--- src/rtl/score_tracker.sv ---
// Score keeper for SnowFall: counts catches with a streak bonus and saturation,
// tracks lives through the IDLE/PLAY/OVER game flow and keeps a session high score.
module score_tracker #(
    parameter int unsigned MAX_SCORE  = 99,
    parameter int unsigned INIT_LIVES = 3,
    parameter int unsigned STREAK_LEN = 5
) (
    input  logic       CLK,
    input  logic       RST_BTN,
    input  logic       start,
    input  logic       catch_evt,
    input  logic       miss_evt,
    output logic [7:0] score,
    output logic [7:0] high_score,
    output logic [3:0] lives,
    output logic [1:0] game_state,
    output logic       score_upd
);

    typedef enum logic [1:0] {
        IDLE = 2'b00,
        PLAY = 2'b01,
        OVER = 2'b10
    } state_t;

    state_t     state_reg;
    logic [3:0] streak_reg;

    logic [3:0] streak_inc;
    logic       bonus;
    logic [3:0] streak_after;
    logic [8:0] score_sum;
    logic [7:0] caught_score;
    logic [7:0] post_score;
    logic [7:0] best_score;

    // The sum is one bit wider than score so the bonus can never wrap past 255.
    assign streak_inc   = streak_reg + 4'd1;
    assign bonus        = (streak_inc == 4'(STREAK_LEN));
    assign streak_after = bonus ? 4'd0 : streak_inc;
    assign score_sum    = {1'b0, score} + (bonus ? 9'd2 : 9'd1);
    assign caught_score = (score_sum > 9'(MAX_SCORE)) ? 8'(MAX_SCORE) : score_sum[7:0];
    assign post_score   = catch_evt ? caught_score : score;
    assign best_score   = (post_score > high_score) ? post_score : high_score;

    assign game_state = state_reg;

    always_ff @(posedge CLK or negedge RST_BTN) begin
        if (!RST_BTN) begin
            state_reg  <= IDLE;
            score      <= 8'd0;
            high_score <= 8'd0;
            lives      <= 4'd0;
            streak_reg <= 4'd0;
            score_upd  <= 1'b0;
        end else begin
            score_upd <= 1'b0;
            case (state_reg)
                PLAY: begin
                    if (catch_evt) begin
                        score      <= caught_score;
                        streak_reg <= streak_after;
                        score_upd  <= (caught_score != score);
                    end
                    // A simultaneous miss still clears the streak after the catch is scored.
                    if (miss_evt) begin
                        streak_reg <= 4'd0;
                        lives      <= lives - 4'd1;
                        if (lives == 4'd1) begin
                            state_reg  <= OVER;
                            high_score <= best_score;
                        end
                    end
                end
                default: begin
                    if (start) begin
                        state_reg  <= PLAY;
                        score      <= 8'd0;
                        lives      <= 4'(INIT_LIVES);
                        streak_reg <= 4'd0;
                        score_upd  <= (score != 8'd0);
                    end
                end
            endcase
        end
    end

endmodule

--- config.mk ---
export PLATFORM = sky130hd
export DESIGN_NAME = score_tracker
export DESIGN_NICKNAME = d
export VERILOG_FILES = /design/src/rtl/score_tracker.sv
export SDC_FILE = /design/constraint.sdc
export NUM_CORES = 1
export LEC_CHECK = 0
export ABC_CLOCK_PERIOD_IN_PS = 4490
export CAP_MARGIN = 30
export CORE_MARGIN = 5
export CORE_UTILIZATION = 45
export DETAILED_ROUTE_END_ITERATION = 16
export PLACE_DENSITY = 0.75
export SLEW_MARGIN = 30
export SYNTH_ARGS = -nofsm -noshare
export SYNTH_HDL_FRONTEND = slang
export SYNTH_SLANG_ARGS = --single-unit
--- constraint.sdc ---
create_clock -name CLK -period 4.49 [get_ports CLK]
set_input_delay 0.898 -clock CLK [delete_from_list [all_inputs] [get_ports CLK]]
set_output_delay 0.898 -clock CLK [all_outputs]
set_load 0.005 [all_outputs]
== Word level (Yosys, flattened, before mapping) ==
Index checks and enable logic that the tools add are counted.

* Add/sub/neg operators: 3
* $mul: 0
* Shift-type cells: 0
* Multiplexer cells: 20
* Bitwise operators: 0
* Div/mod/pow operators: 0
* Reductions and logical operators: 6
* Equality and inequality tests: 7
* $lt $le $gt $ge: 2

{| class="wikitable"
|+ Operators by type and width
! operator !! number
|-
| 2-to-1 mux 4 bit || 8
|-
| 2-to-1 mux 8 bit || 4
|-
| 2-to-1 mux 2 bit || 5
|-
| adder 8 x 2 -> 9 bit || 1
|-
| greater-than comparator 9 x 7 -> 1 bit (second input constant) || 1
|-
| greater-than comparator 8 bit || 1
|-
| != test 8 bit || 1
|-
| nonzero test 8 bit || 1
|-
| adder 4 x 1 -> 4 bit (second input constant) || 1
|-
| equality test 4 x 1 -> 1 bit (second input constant) || 1
|-
| equality test 4 x 3 -> 1 bit (second input constant) || 1
|-
| != test 2 bit (second input constant) || 2
|-
| AND reduction 2 bit || 2
|-
| AND reduction 4 bit || 1
|-
| subtractor 4 x 1 -> 4 bit (second input constant) || 1
|-
| 2-to-1 mux 1 bit || 3
|-
| != test 3 bit (second input constant) || 1
|-
| AND reduction 3 bit || 1
|-
| equality test 2 x 1 -> 1 bit (second input constant) || 1
|-
| nonzero test 2 bit || 1
|}

* Memories kept: 0
* Output and inout port bits: 23
* Memory bits (read-only): 0
* Bits in registers: 27
* Input port bits: 5
* Memory bits (writable): 0
* Bits in latches: 0

== Depth between registers and ports, before layout ==
* Depth in word-level cells: 9
* Gate-level depth with buffers: 19

== Worst setup path after synthesis ==
Ideal clock, no wire load.

* Kind: register -> register
* Start point: reg streak_reg[0]
* End point: reg high_score[1]
* Cell stages (with the launch flop): 19
* Required time: 4.365 ns
* Arrival: 4.436 ns
* Setup slack: -0.071 ns
* Path buffers: 0
* Clock period less this slack: 4.561 ns
* Cell sequence: dfrtp_1 -> ha_1 -> nor3b_1 -> o21a_1 -> inv_1 -> ha_1 -> fa_1 -> or4_1 -> a211oi_2 -> a221oi_2 -> nand2_1 -> a31oi_1 -> ha_1 -> nor2b_1 -> o21a_1 -> o21ai_0 -> a21oi_1 -> o21ai_1 -> mux2_2

* Word-level cells in the longest chain between the ends: 9

{| class="wikitable"
|+ Ends and longest elaborated chain
! what !! line !! text
|-
| start, declared || 27 || <nowiki>logic [3:0] streak_reg;</nowiki>
|-
| start signal, assigned || 62 || <nowiki>streak_reg <= streak_after;</nowiki>
|-
| adder 4 x 1 -> 4 bit (*) || 38 || <nowiki>assign streak_inc = streak_reg + 4'd1;</nowiki>
|-
| equality test 4 x 3 -> 1 bit (*) || 39 || <nowiki>assign bonus = (streak_inc == 4'(STREAK_LEN));</nowiki>
|-
| 2-to-1 mux 2 bit (*) || 41 || <nowiki>assign score_sum = {1'b0, score} + (bonus ? 9'd2 : 9'd1);</nowiki>
|-
| adder 8 x 2 -> 9 bit (*) || 41 ||
|-
| greater-than comparator 9 x 7 -> 1 bit || 42 || <nowiki>assign caught_score = (score_sum > 9'(MAX_SCORE)) ? 8'(MAX_SCORE) : score_sum[7:0];</nowiki>
|-
| 2-to-1 mux 8 bit (*) || 42 ||
|-
| 2-to-1 mux 8 bit (*) || - ||
|-
| net post_score[1] || 34 || <nowiki>logic [7:0] post_score;</nowiki>
|-
| greater-than comparator 8 bit || 44 || <nowiki>assign best_score = (post_score > high_score) ? post_score : high_score;</nowiki>
|-
| AND reduction 4 bit (no line) || - ||
|-
| end signal, assigned || 71 || <nowiki>high_score <= best_score;</nowiki>
|-
| end, declared || 14 || <nowiki>output logic [7:0] high_score,</nowiki>
|}

Mark *: on every way through the listed nets, which the timed path passes. The rest lies on a longest branch.
A chain may end at the register's enable or synchronous reset.

== Final worst setup path ==
Ends and elaborated chain as after synthesis.

==> summary.md <==
| Metric | Value |
|---|---|
| Status | `finished clean` |
| Min-Delay Path Class | `reg -> reg` |
| Count leader, synth | `dfrtp_1` |
| WS Path Type | `reg -> reg` |
| Internal power | `740 µW` |
| Fmax | `236 MHz` |
| Initial antenna violation count | `0` |
| Core area | `4030 µm²` |
| Max-cap violations | `0` |
| Final setup TNS | `0 ps` |
| Reg-to-Reg Start | `streak_reg[0]` |
| CTS Buf Count | `3` |
| Syn Nets | `231` |
| Pwr dens | `546 nW/µm²` |
| Worst-Skew Late Latency | `270 ps` |
| Clock-pin slew on the worst setup and hold paths | `100 ps` |
| Reg2reg end | `high_score[1]` |
| R2R Setup Slk | `250 ps` |
| Dpl ws | `166 ps` |
| Worst Max-Slew Pin Slew | `826 ps` |
| WL/cell | `14.2 µm` |
| Primary FF master, synth | `dfrtp_1` |
| Syn. warnings | `0` |
| Worst Reg-to-Reg Cells | `19` |
| Leak | `0.00101 µW` |
| Overflow after GRT | `0` |
| Post-CTS Setup Bufs | `0` |
| Crit path launch | `streak_reg[0]` |
| Max Slew Vio Count | `0` |
| Gpl congestion | `0.864` |
| Synth top area cells | `dfrtp_1 (36%), ha_1 (9.3%), o21ai_0 (4.8%)` |
| Antenna Cells | `0` |
| Critical path required time | `4660 ps` |
| Die W | `74.6 µm` |
| Synth Register Bits | `27` |
| Rel. slew slack | `44.8%` |
| Drt drc | `0` |
| Die height | `74.6 µm` |
| Area occupied by multi-input gates | `1120 µm²` |
| Mapped Cells | `211` |
| CTS tree | `yes` |
| Post-CTS Hold Fix Bufs | `0` |
| Clock network fraction of total power | `11.4%` |
| Crit path launch type | `flip-flop` |
| Post-CTS sizing | `0` |
| Cell taking the most area after synthesis | `dfrtp_1` |
| Util after Layout | `56.9%` |
| Input/output buffers | `27` |
| # fillers | `379` |
| End of the critical path | `high_score[1]` |
| Post-Syn Area per Cell | `8.89 µm²` |
| FF/Latch Area | `677 µm²` |
| Hpwl dp | `3150 µm` |
| Most frequent cells after synthesis | `dfrtp_1 (27), nor2_1 (19), inv_1 (18), o21ai_0 (18), nand2_1 (16)` |
| Top Registers | `high_score (8), score (8)` |
| Final setup violation count | `0` |
| Register area share after synthesis | `36.0%` |
| Crit path time final | `4240 ps` |
| Clk root buf | `clkbuf_8` |
| Drt first pass iters | `4` |
| Flop pwr share | `33.4%` |
| Clk sink count | `27` |
| Comb pwr share | `55.2%` |
| Distinct cells, synth | `43` |
| Number of global-route vias before repair | `1,639` |
| DR iter-0 viols | `89` |
| Boundary Pins | `28` |
| Worst-path fanout max | `8` |
| CTS Buffer Depth | `2` |
| Share of cells above drive strength 1 | `14.5%` |
| WL final | `4160 µm` |
| Hold Vio Cnt, Final | `0` |
| Setup WS post-layout | `252 ps` |
| Synthesis-to-layout area growth | `22.2%` |
| EDFF count, synth | `0` |
| Top-area cell type share of the netlist area | `36.0%` |
| RSZ-0062 raised after global routing | `no` |
| Switching share of power | `40.9%` |
| Layout Nets | `263` |
| Vias per cell | `5.58` |
| GRT Resource Usage Total | `17.0%` |
| Largest net degree at the start of global routing | `26` |
| Nature of the critical path endpoint | `flip-flop` |
| CP arrival | `4400 ps` |
| Maximum vdd drop | `0.294 mV` |
| Die area | `5560 µm²` |
| Layout Skew | `4.76 ps` |
| First-pass GRT wire length | `7510 µm` |
| Async SR Flop Fraction | `100%` |
| Antenna violation net count after detailed routing | `0` |
| Psw | `512 µW` |
| # H-tree levels | `1` |
| Initial core utilization | `46.6%` |
| Via count | `1,629` |
| Tcrit/Tclk final | `94.4%` |
| Mapped cell area | `1880 µm²` |
| Cell row count | `23` |
[layer usage]
layer	track usage, %	vias up	share of wire [%]
li1	-	813	-
met1	24.6	784	49
met2	26.4	30	48
met3	2.70	2	3.0
met4	4.74	0	0.34
met5	0	-	0
[cells by family (layout without fill, tap and decap cells)]
kind of cell,after synthesis,after routing,synth area share [%]
fa+ha+maj,15,15,10.4
flops,27,27,36.0
compound gates,50,50,17.3
simple gates,79,79,22.5
mux,12,12,6.93
xor+xnor,3,3,1.40
buf+inv,25,56,5.53
[final cells by class]
class,instances,share of cell area [%]
inverters,18,2.95
clock inverters,1,0.327
well taps,50,2.73
flip-flops and latches,27,29.5
clock buffers,3,1.80
repair buffers,34,14.0
multi-input cells,159,48.7
[cell usage in the layout (no fill, tap or decap), types with 2 or more instances in the layout]
| master | Yosys | routed |
|---|---|---|
| clkdlybuf4s50_1 | 0 | 26 |
| a22o_1 | 3 | 3 |
| nand4_1 | 5 | 5 |
| nor2b_1 | 7 | 7 |
| a21oi_1 | 9 | 9 |
| or2_2 | 2 | 2 |
| nor3_2 | 2 | 2 |
| nand2b_1 | 4 | 4 |
| buf_4 | 0 | 6 |
| xor2_1 | 2 | 2 |
| clkbuf_8 | 0 | 3 |
| o21a_1 | 3 | 3 |
| and2_1 | 2 | 2 |
| mux2i_1 | 4 | 4 |
| and3_1 | 3 | 3 |
| mux2_2 | 8 | 8 |
| a21o_1 | 2 | 2 |
| o31ai_1 | 4 | 4 |
| nor3_1 | 2 | 2 |
| nor3b_1 | 2 | 2 |
| nor2_1 | 19 | 19 |
| or4_1 | 3 | 2 |
| o21ai_0 | 18 | 18 |
| nand3_1 | 7 | 7 |
| nand2_1 | 16 | 16 |
| inv_1 | 18 | 18 |
| a31o_2 | 2 | 2 |
| ha_1 | 14 | 13 |
| dfrtp_1 | 27 | 26 |
[critical path: stages, from the launching register on]
cell and delay, ps:
dfrtp_2 450, ha_2 210, nor3b_1 190, o21a_1 160
inv_1 40, ha_1 210, fa_2 350, or4_4 530
a211oi_2 240, a221oi_2 70, nand2_1 110, a31oi_2 110
ha_1 300, nor2b_1 130, o21a_1 150, o21ai_0 130
a21oi_1 100, o21ai_2 150, buf_6 150, mux2_2 340
[worst min path at each step]
stage                     startpoint       end  slack (ps)  cells after the start
after floorplan             lives[3]  lives[3]         500                      1
after global placement      lives[3]  lives[3]         510                      1
after detailed placement    lives[3]  lives[3]         510                      1
after CTS                   lives[3]  lives[3]         520                      1
after global routing        lives[3]  lives[3]         560                      1
final                       lives[3]  lives[3]         520                      1
[power by group through the flow]
stage / Combinational, µW / Sequential [µW] / Clock (µW)
2_1_floorplan: 436 / 395 / 0
3_3_place_gp: 663 / 419 / 0
3_5_place_dp: 675 / 421 / 0
4_1_cts: 680 / 416 / 146
5_1_grt: 794 / 436 / 156
6_report: 691 / 418 / 143
[through the flow]
| stage | hold slack, ps | instance area (µm²) | std cells | power (µW) |
|---|---|---|---|---|
| 2_1_floorplan | 496 | 1880 | 211 | 831 |
| 3_3_place_gp | 510 | 2230 | 288 | 1080 |
| 3_5_place_dp | 510 | 2220 | 288 | 1100 |
| 4_1_cts | 524 | 2270 | 292 | 1240 |
| 5_1_grt | 561 | 2290 | 292 | 1390 |
| 6_report | 519 | 2290 | 292 | 1250 |
(Power assumes the default switching activity.)
